===== src/rtl/wb_commit_buffer_if.sv =====
// Writeback handshake bundle: the memory-stage producer side and the register-file write side.
// The slave modport is the buffer's view; the master modport is the surrounding pipeline's view.
interface wb_commit_buffer_if #(
    parameter int DW = 16,
    parameter int AW = 3
);
    logic          in_valid;
    logic          in_ready;
    logic [DW-1:0] mem_data;
    logic [DW-1:0] alu_data;
    logic [DW-1:0] port_data;
    logic          mem_sel;
    logic          port_sel;
    logic          wr_en;
    logic [AW-1:0] rd_addr;
    logic          rf_ready;
    logic          rf_we;
    logic [AW-1:0] rf_addr;
    logic [DW-1:0] rf_data;

    modport slave (
        input  in_valid, mem_data, alu_data, port_data, mem_sel, port_sel, wr_en, rd_addr, rf_ready,
        output in_ready, rf_we, rf_addr, rf_data
    );

    modport master (
        output in_valid, mem_data, alu_data, port_data, mem_sel, port_sel, wr_en, rd_addr, rf_ready,
        input  in_ready, rf_we, rf_addr, rf_data
    );
endinterface


===== src/rtl/wb_commit_buffer.sv =====
// Writeback commit FIFO; 1-cycle latency, or 0 when empty if WB_BYPASS_EN is defined.
// Backpressure: in_ready drops when full (from occupancy only); head holds while rf_ready is low.
module wb_commit_buffer #(
    parameter int DW    = 16,
    parameter int AW    = 3,
    parameter int DEPTH = 2
) (
    input  logic                 clk,
    input  logic                 rst_n,
    wb_commit_buffer_if.slave    bus,
    input  logic                 flush,
    output logic [15:0]          commit_cnt
);
    localparam int          PW   = (DEPTH > 1) ? $clog2(DEPTH) : 1;
    localparam logic [PW:0] FULL = (PW+1)'(DEPTH);

    typedef struct packed {
        logic [DW-1:0] value;
        logic [AW-1:0] addr;
    } entry_t;

    entry_t        mem [DEPTH];
    logic [PW-1:0] wr_ptr;
    logic [PW-1:0] rd_ptr;
    logic [PW:0]   occ;
    logic [DW-1:0] sel_value;
    logic          not_empty;
    logic          accept;
    logic          push;
    logic          pop;
    logic          bypass;

    always_comb begin
        sel_value = bus.alu_data;
        if (bus.port_sel)
            sel_value = bus.port_data;
        else if (bus.mem_sel)
            sel_value = bus.mem_data;
    end

    assign not_empty    = (occ != '0);
    assign bus.in_ready = (occ < FULL);
    assign accept       = bus.in_valid && bus.in_ready;
    assign pop          = not_empty && bus.rf_ready;

`ifdef WB_BYPASS_EN
    // Empty buffer and a ready register file: write straight through, nothing is stored.
    assign bypass = !not_empty && bus.in_valid && bus.wr_en && bus.rf_ready && !flush;
`else
    assign bypass = 1'b0;
`endif

    // wr_en=0 entries are consumed but never occupy a slot.
    assign push      = accept && bus.wr_en && !flush && !bypass;
    assign bus.rf_we = pop || bypass;

    always_comb begin
        bus.rf_addr = '0;
        bus.rf_data = '0;
        if (not_empty) begin
            bus.rf_addr = mem[rd_ptr].addr;
            bus.rf_data = mem[rd_ptr].value;
        end else if (bypass) begin
            bus.rf_addr = bus.rd_addr;
            bus.rf_data = sel_value;
        end
    end

    always_ff @(posedge clk) begin
        if (push)
            mem[wr_ptr] <= '{value: sel_value, addr: bus.rd_addr};
    end

    always_ff @(posedge clk or negedge rst_n) begin
        if (!rst_n) begin
            wr_ptr     <= '0;
            rd_ptr     <= '0;
            occ        <= '0;
            commit_cnt <= '0;
        end else begin
            if (flush) begin
                wr_ptr <= '0;
                rd_ptr <= '0;
                occ    <= '0;
            end else begin
                if (push)
                    wr_ptr <= wr_ptr + PW'(1);
                if (pop)
                    rd_ptr <= rd_ptr + PW'(1);
                occ <= occ + (PW+1)'(push) - (PW+1)'(pop);
            end
            // A commit presented in a flush cycle still counts.
            if (bus.rf_we)
                commit_cnt <= commit_cnt + 16'd1;
        end
    end
endmodule


===== src/flat_wrapper.sv =====
// flat-port wrapper written by rule: the top's interface ports become plain ports
module wb_commit_buffer_flat 
#(
    parameter int DW    = 16,
    parameter int AW    = 3,
    parameter int DEPTH = 2
)
  (clk, rst_n, flush, commit_cnt, bus_in_valid, bus_mem_data, bus_alu_data, bus_port_data, bus_mem_sel, bus_port_sel, bus_wr_en, bus_rd_addr, bus_rf_ready, bus_in_ready, bus_rf_we, bus_rf_addr, bus_rf_data);
  wb_commit_buffer_if #(.DW(DW), .AW(AW)) bus_i ();
  input  logic clk;
  input  logic rst_n;
  input  logic flush;
  output logic [15:0] commit_cnt;
  input wire logic [$bits(bus_i.in_valid)-1:0] bus_in_valid;
  input wire logic [$bits(bus_i.mem_data)-1:0] bus_mem_data;
  input wire logic [$bits(bus_i.alu_data)-1:0] bus_alu_data;
  input wire logic [$bits(bus_i.port_data)-1:0] bus_port_data;
  input wire logic [$bits(bus_i.mem_sel)-1:0] bus_mem_sel;
  input wire logic [$bits(bus_i.port_sel)-1:0] bus_port_sel;
  input wire logic [$bits(bus_i.wr_en)-1:0] bus_wr_en;
  input wire logic [$bits(bus_i.rd_addr)-1:0] bus_rd_addr;
  input wire logic [$bits(bus_i.rf_ready)-1:0] bus_rf_ready;
  output wire logic [$bits(bus_i.in_ready)-1:0] bus_in_ready;
  output wire logic [$bits(bus_i.rf_we)-1:0] bus_rf_we;
  output wire logic [$bits(bus_i.rf_addr)-1:0] bus_rf_addr;
  output wire logic [$bits(bus_i.rf_data)-1:0] bus_rf_data;
  assign bus_i.in_valid = bus_in_valid;
  assign bus_i.mem_data = bus_mem_data;
  assign bus_i.alu_data = bus_alu_data;
  assign bus_i.port_data = bus_port_data;
  assign bus_i.mem_sel = bus_mem_sel;
  assign bus_i.port_sel = bus_port_sel;
  assign bus_i.wr_en = bus_wr_en;
  assign bus_i.rd_addr = bus_rd_addr;
  assign bus_i.rf_ready = bus_rf_ready;
  assign bus_in_ready = bus_i.in_ready;
  assign bus_rf_we = bus_i.rf_we;
  assign bus_rf_addr = bus_i.rf_addr;
  assign bus_rf_data = bus_i.rf_data;
  wb_commit_buffer #(.DW(DW), .AW(AW), .DEPTH(DEPTH)) u_core (.clk(clk), .rst_n(rst_n), .bus(bus_i), .flush(flush), .commit_cnt(commit_cnt));
endmodule

===== config.mk =====
export PLATFORM = sky130hd
export DESIGN_NAME = wb_commit_buffer_flat
export DESIGN_NICKNAME = d
export VERILOG_FILES = /design/src/rtl/wb_commit_buffer_if.sv /design/src/rtl/wb_commit_buffer.sv /design/src/flat_wrapper.sv
export SDC_FILE = /design/constraint.sdc
export NUM_CORES = 1
export LEC_CHECK = 0
export BUFFER_PORTS_ARGS = -buffer_cell sky130_fd_sc_hd__buf_2
export CORE_ASPECT_RATIO = 0.75
export CORE_MARGIN = 2
export CORE_UTILIZATION = 30
export CTS_CLUSTER_SIZE = 28
export DETAILED_ROUTE_END_ITERATION = 10
export HOLD_SLACK_MARGIN = 0.06
export SYNTH_ARGS = -nofsm -noshare
export SYNTH_HDL_FRONTEND = slang
export SYNTH_SLANG_ARGS = --single-unit

===== constraint.sdc =====
create_clock -name clk -period 5.7 [get_ports clk]
set_clock_uncertainty 0.15 [all_clocks]
set_input_delay 0.57 -clock clk [delete_from_list [all_inputs] [get_ports clk]]
set_output_delay 0.57 -clock clk [all_outputs]
set_load 0.05 [all_outputs]

# After elaboration in Yosys (flattened, before gate mapping)
# Memories as Yosys holds them, arrays and structs flattened.
# Cells that the tools add are included.
totals:
  ramBits: 38
  mem_count: 1
  wordCells: 30
  regBits: 20
memory_table:
  columns: ["name", "depth", "word_bits", "rd", "rd_ports_with_merged_regs", "wr", "line_no", "source"]
  rows:
  - ["u_core.mem", 2, 19, 1, 0, 1, "wb_commit_buffer.sv:22", "entry_t mem [DEPTH];"]
classes:
  n_addsub: 5
  magnitude_cmp: 1
  mux: 11
  reduce_logical: 8
op_table:
  columns: ["cell", "count"]
  rows:
  - ["16-bit 2-to-1 mux", 3]
  - ["16-bit by 1-bit adder with 16-bit output (second input constant)", 1]
  - ["1-bit 2-to-1 mux", 6]
  - ["2-bit nonzero test", 3]
  - ["1-bit logical AND", 4]
  - ["3-bit 2-to-1 mux", 1]
  - ["1-bit adder (second input constant)", 2]
  - ["2-bit by 1-bit adder with 2-bit output", 1]
  - ["2-bit less-than comparator (second input constant)", 1]
  - ["2-bit 2-to-1 mux", 1]
  - ["2-bit by 1-bit subtractor with 2-bit output", 1]
  - ["1-bit logical NOT", 1]

# Depth between registers and ports, before layout
logic_depth:
  word_depth: 7
  mapped_depth: 8
  mapped_depth_nobuf: 8

# Least setup slack after synthesis
# Ideal clock, no wire load.
synth_path:
  kind: "register to register"
  from: "register u_core.occ[1]"
  to: "memory u_core.mem[0][0] in the netlist's numbering, enable pin"
  stages_incl_launch_ff: 4
  period_less_slack_ns: 2.909
  arrival_time_ns: 2.340
  n_path_buf: 0
  required_ns: 5.131
  slack_ns: 2.791
  setup_ns: 0.419
  cell_sequence: "dfrtp_1 inv_1 nand3_1 nor3_1"
synth_via:
  elab_chain_cells: 6
synth_rtl:
  columns: ["item", "line_no", "source"]
  rows:
  - ["from (decl)", "wb_commit_buffer.sv:25", "logic [PW:0] occ;"]
  - ["from (signal assigned)", "wb_commit_buffer.sv:90", "occ <= occ + (PW+1)'(push) - (PW+1)'(pop);"]
  - ["2-bit less-than comparator", "wb_commit_buffer.sv:42", "assign bus.in_ready = (occ < FULL);"]
  - ["named net bus_in_ready", "flat_wrapper.sv:23", "output wire logic [$bits(bus_i.in_ready)-1:0] bus_in_ready;"]
  - ["1-bit logical AND", "wb_commit_buffer.sv:43", "assign accept = bus.in_valid && bus.in_ready;"]
  - ["1-bit logical AND (2 in series)", "wb_commit_buffer.sv:54", "assign push = accept && bus.wr_en && !flush && !bypass;"]
  - ["1-bit 2-to-1 mux", "wb_commit_buffer.sv:70", "if (push)"]
  - ["1-bit 2-to-1 mux (not written as such)", "wb_commit_buffer.sv:71", "mem[wr_ptr] <= '{value: sel_value, addr: bus.rd_addr};"]
  - ["to (decl)", "wb_commit_buffer.sv:22", null]
# The timed path passes the listed nets, and every way through them passes these cells.

# Worst setup path in the final report
layout_path:
  from: "register u_core.rd_ptr"
  to: "output bus_rf_data[11]"
layout_via:
  elab_chain_cells: 2
layout_rtl:
  columns: ["item", "line_no", "source"]
  rows:
  - ["from (decl)", "wb_commit_buffer.sv:24", "logic [PW-1:0] rd_ptr;"]
  - ["from (signal assigned)", "wb_commit_buffer.sv:89", "rd_ptr <= rd_ptr + PW'(1);"]
  - ["memory read 2 x 19 bit", null, null]
  - ["16-bit 2-to-1 mux", "wb_commit_buffer.sv:60", "if (not_empty) begin"]
  - ["to (decl)", "flat_wrapper.sv:26", "output wire logic [$bits(bus_i.rf_data)-1:0] bus_rf_data;"]
# Every way passes these cells.

==> results_dict.tcl <==
set metrics [dict create \
    setup_viol_count_final 0 \
    dp_hpwl_mm 4.036 \
    cpMaxStageDelayCell "dfrtp_1" \
    cp.arrival_ns 1.97 \
    fin_ws_ns 3.015 \
    power_density_nw_per_um2 431.2 \
    drt-pass1-iter-count 9 \
    end_kind "output port" \
    syn-instance-count 214 \
    hold_class "input pin to flop" \
    synth_area_um2 2674 \
    post-cts-setup-buffer-count 0 \
    core_area_um2 8563 \
    tritoncts "built" \
    max_freq_mhz 372.4 \
    violations "design-rule violations" \
    fin_total_pwr_mw 1.532 \
    fin_setup_tns_ns 0 \
    num_rows 29 \
    syn_to_final_growth_pct 32.85 \
    gp_routability_congestion 0.7309 \
    h-tree-depth 3 \
    numCtsBuffers 9 \
    final_net_count 376 \
    grt_overflow 0 \
    fp.dieW_um 113.0 \
    ant_nets 0 \
    cap_violations 0 \
    vias_per_cell 4.515 \
    cp_cell_sequence "mux2i_1 -> nor2_1 -> buf_2" \
    worst_pin_slew_ns 1.068 \
    fillers 845 \
    fin_crit_ns 2.685 \
    vdd_drop_max_uv 135.9 \
    drt_wl_total_mm 5.452 \
    final_core_util_pct 41.48 \
    worstHoldStart "bus_rd_addr[2]" \
    worstHoldPathCells 1 \
    fin_hold_ws_ns 0.2986 \
    leakage_nw 1.676 \
    required_ns 4.98 \
    critPathMaxStageDelay_ns 1.04 \
    drc 4 \
    startpoint "u_core.rd_ptr" \
    num_vias 1928 \
    dp_slack_ns 3.264 \
    io_buffers 95 \
    hold_violations 0 \
    wl_per_cell_um 12.77 \
    grt_pass1_wl_mm 8.535 \
    antenna_found_initial 0 \
    clock_path_buffers 2 \
    cp_max_fo 20 \
    rsz0062_at_grt "false" \
    drive_above_1_share_pct 36.36 \
    drtIter0Drc 76 \
    clockRootBuffer "clkbuf_16" \
    n_antenna_cell 0 \
    ioPinCount 96 \
    grt_pass1_vias 1812 \
    clk_pin_slew_ns 0.05 \
    reg2regPathDepth 8 \
    path_class "flop to output port" \
    dieHeight_um 85.76 \
    ys_warn_count 0 \
    start_util_pct 31.22 \
    die_area_um2 9692 \
    yosysSeqAreaShare_pct 61.39 \
    syn_avg_cell_area_um2 12.49 \
    multiInputGateArea_um2 985.9 \
    worst_skew_pair.late_latency_ns 0.32 \
    synth.distinct_cells 22 \
    syn_nets 276 \
    cts.repair.resized 0 \
    grt_max_degree 33 \
    timing.final.crit_share_pct 47.11 \
    start_kind "flop" \
    clkSinkCount 58 \
    grtUsageTotal_pct 11.65 \
    reg2reg_from "u_core.occ[0]" \
    slew_violations 0 \
    seq_area_um2 1642 \
    max_slew_margin_pct 28.80 \
    status "complete, but fails checks" \
    synth-seq-cells 58 \
]
-- cells by family after synthesis --
logic type,Yosys count,share of synthesized area (%)
xor gates and xnor gates,19,6.224
AOI/OAI and AO/OA,19,4.024
adders and majority gates,3,1.404
and+or+nand+nor,67,11.84
DFF,58,61.39
muxes,35,13.10
buffers and inverters,13,2.012
-- final timing paths --
kind / endpoint / slack (ns)
setup / recovery: bus_rf_data[11] / 3.01
hold / removal: u_core.mem[0][2] / 0.30
setup reg to reg: u_core.occ[1] / 3.51
hold reg to reg: u_core.commit_cnt[15] / 0.31
max in group asynchronous: u_core.commit_cnt[11] / 4.49
min in group asynchronous: u_core.commit_cnt[3] / 0.59
-- metrics by stage --
step	instances	area, um^2
final	427	3552
after global routing	427	3552
after CTS	427	3552
after detailed placement	410	3264
after global placement	410	3264
after floorplan	214	2674
-- Yosys cell counts --
cell type	number	area, um^2
nand4_1	3	18.77
nor3_1	2	10.01
nor2b_1	1	6.260
nand2_1	24	90.09
and2_1	1	6.260
o211a_1	1	10.01
nor2_1	27	101.4
nor4_4	1	21.27
xor2_1	10	87.58
o2111a_2	1	12.51
xnor2_1	9	78.83
ha_1	3	37.54
nand3_1	2	10.01
clkbuf_1	4	15.01
buf_2	4	20.02
edfxtp_1	38	1141
mux2i_1	35	350.3
and3_1	5	31.28
dfrtp_1	20	500.5
nand4_4	1	21.27
o21ai_0	17	85.08
inv_1	5	18.77
-- sequential cells by signal, summed over array words and instances (netlist names) --
| name | count |
|---|---|
| u_core.wr_ptr | 1 |
| u_core.mem | 38 |
| u_core.occ | 2 |
| u_core.commit_cnt | 16 |
| u_core.rd_ptr | 1 |
-- worst max-delay path, delay by kind of cell, from the launching register on --
family	cells	cell delay, ns
mux	1	0.30
flops	1	1.04
simple gates	1	0.06
buf+inv	1	0.24
-- routing by layer --
| layer | GRT usage [%] | routed length [um] | up-vias |
|---|---|---|---|
| met4 | 4.656 | 63 | 0 |
| met2 | 18.78 | 2508 | 73 |
| li1 | - | - | 956 |
| met5 | 0 | 0 | - |
| met3 | 5.724 | 494 | 5 |
| met1 | 13.39 | 2386 | 894 |
-- cells in the final DEF, fill, tap and decap left out, types with 2 or more instances in the layout --
cell type and count:
nor2_1 26, xnor2_1 9, mux2i_1 35, nand2_1 24
dfrtp_1 20, inv_6 2, inv_1 5, clkinvlp_4 3
xor2_1 10, ha_1 3, edfxtp_1 38, clkbuf_16 9
nand4_1 3, buf_2 95, nand3_1 2, and3_1 5
o21ai_0 17
-- layout make-up --
type	instances	share of cell area [%]
clock buffer	9	6.340
clock inverter	7	1.479
inverter	5	0.5284
multi-input combinational	143	27.76
sequential	58	46.21
tap	108	3.804
timing repair buffer	97	13.88
-- timing repair --
| action | CTS | global route |
|---|---|---|
| hold endpoints to repair | 14 | 0 |
| hold buffers | 1 | 0 |
| setup endpoints to repair | 0 | 0 |
-- report_power, final --
group	internal (mW)	switching (mW)
clock	0.295	0.191
combinational	0.137	0.371
sequential	0.487	0.0498
total	0.920	0.612
No activity file was read; power rests on OpenSTA's default activity.
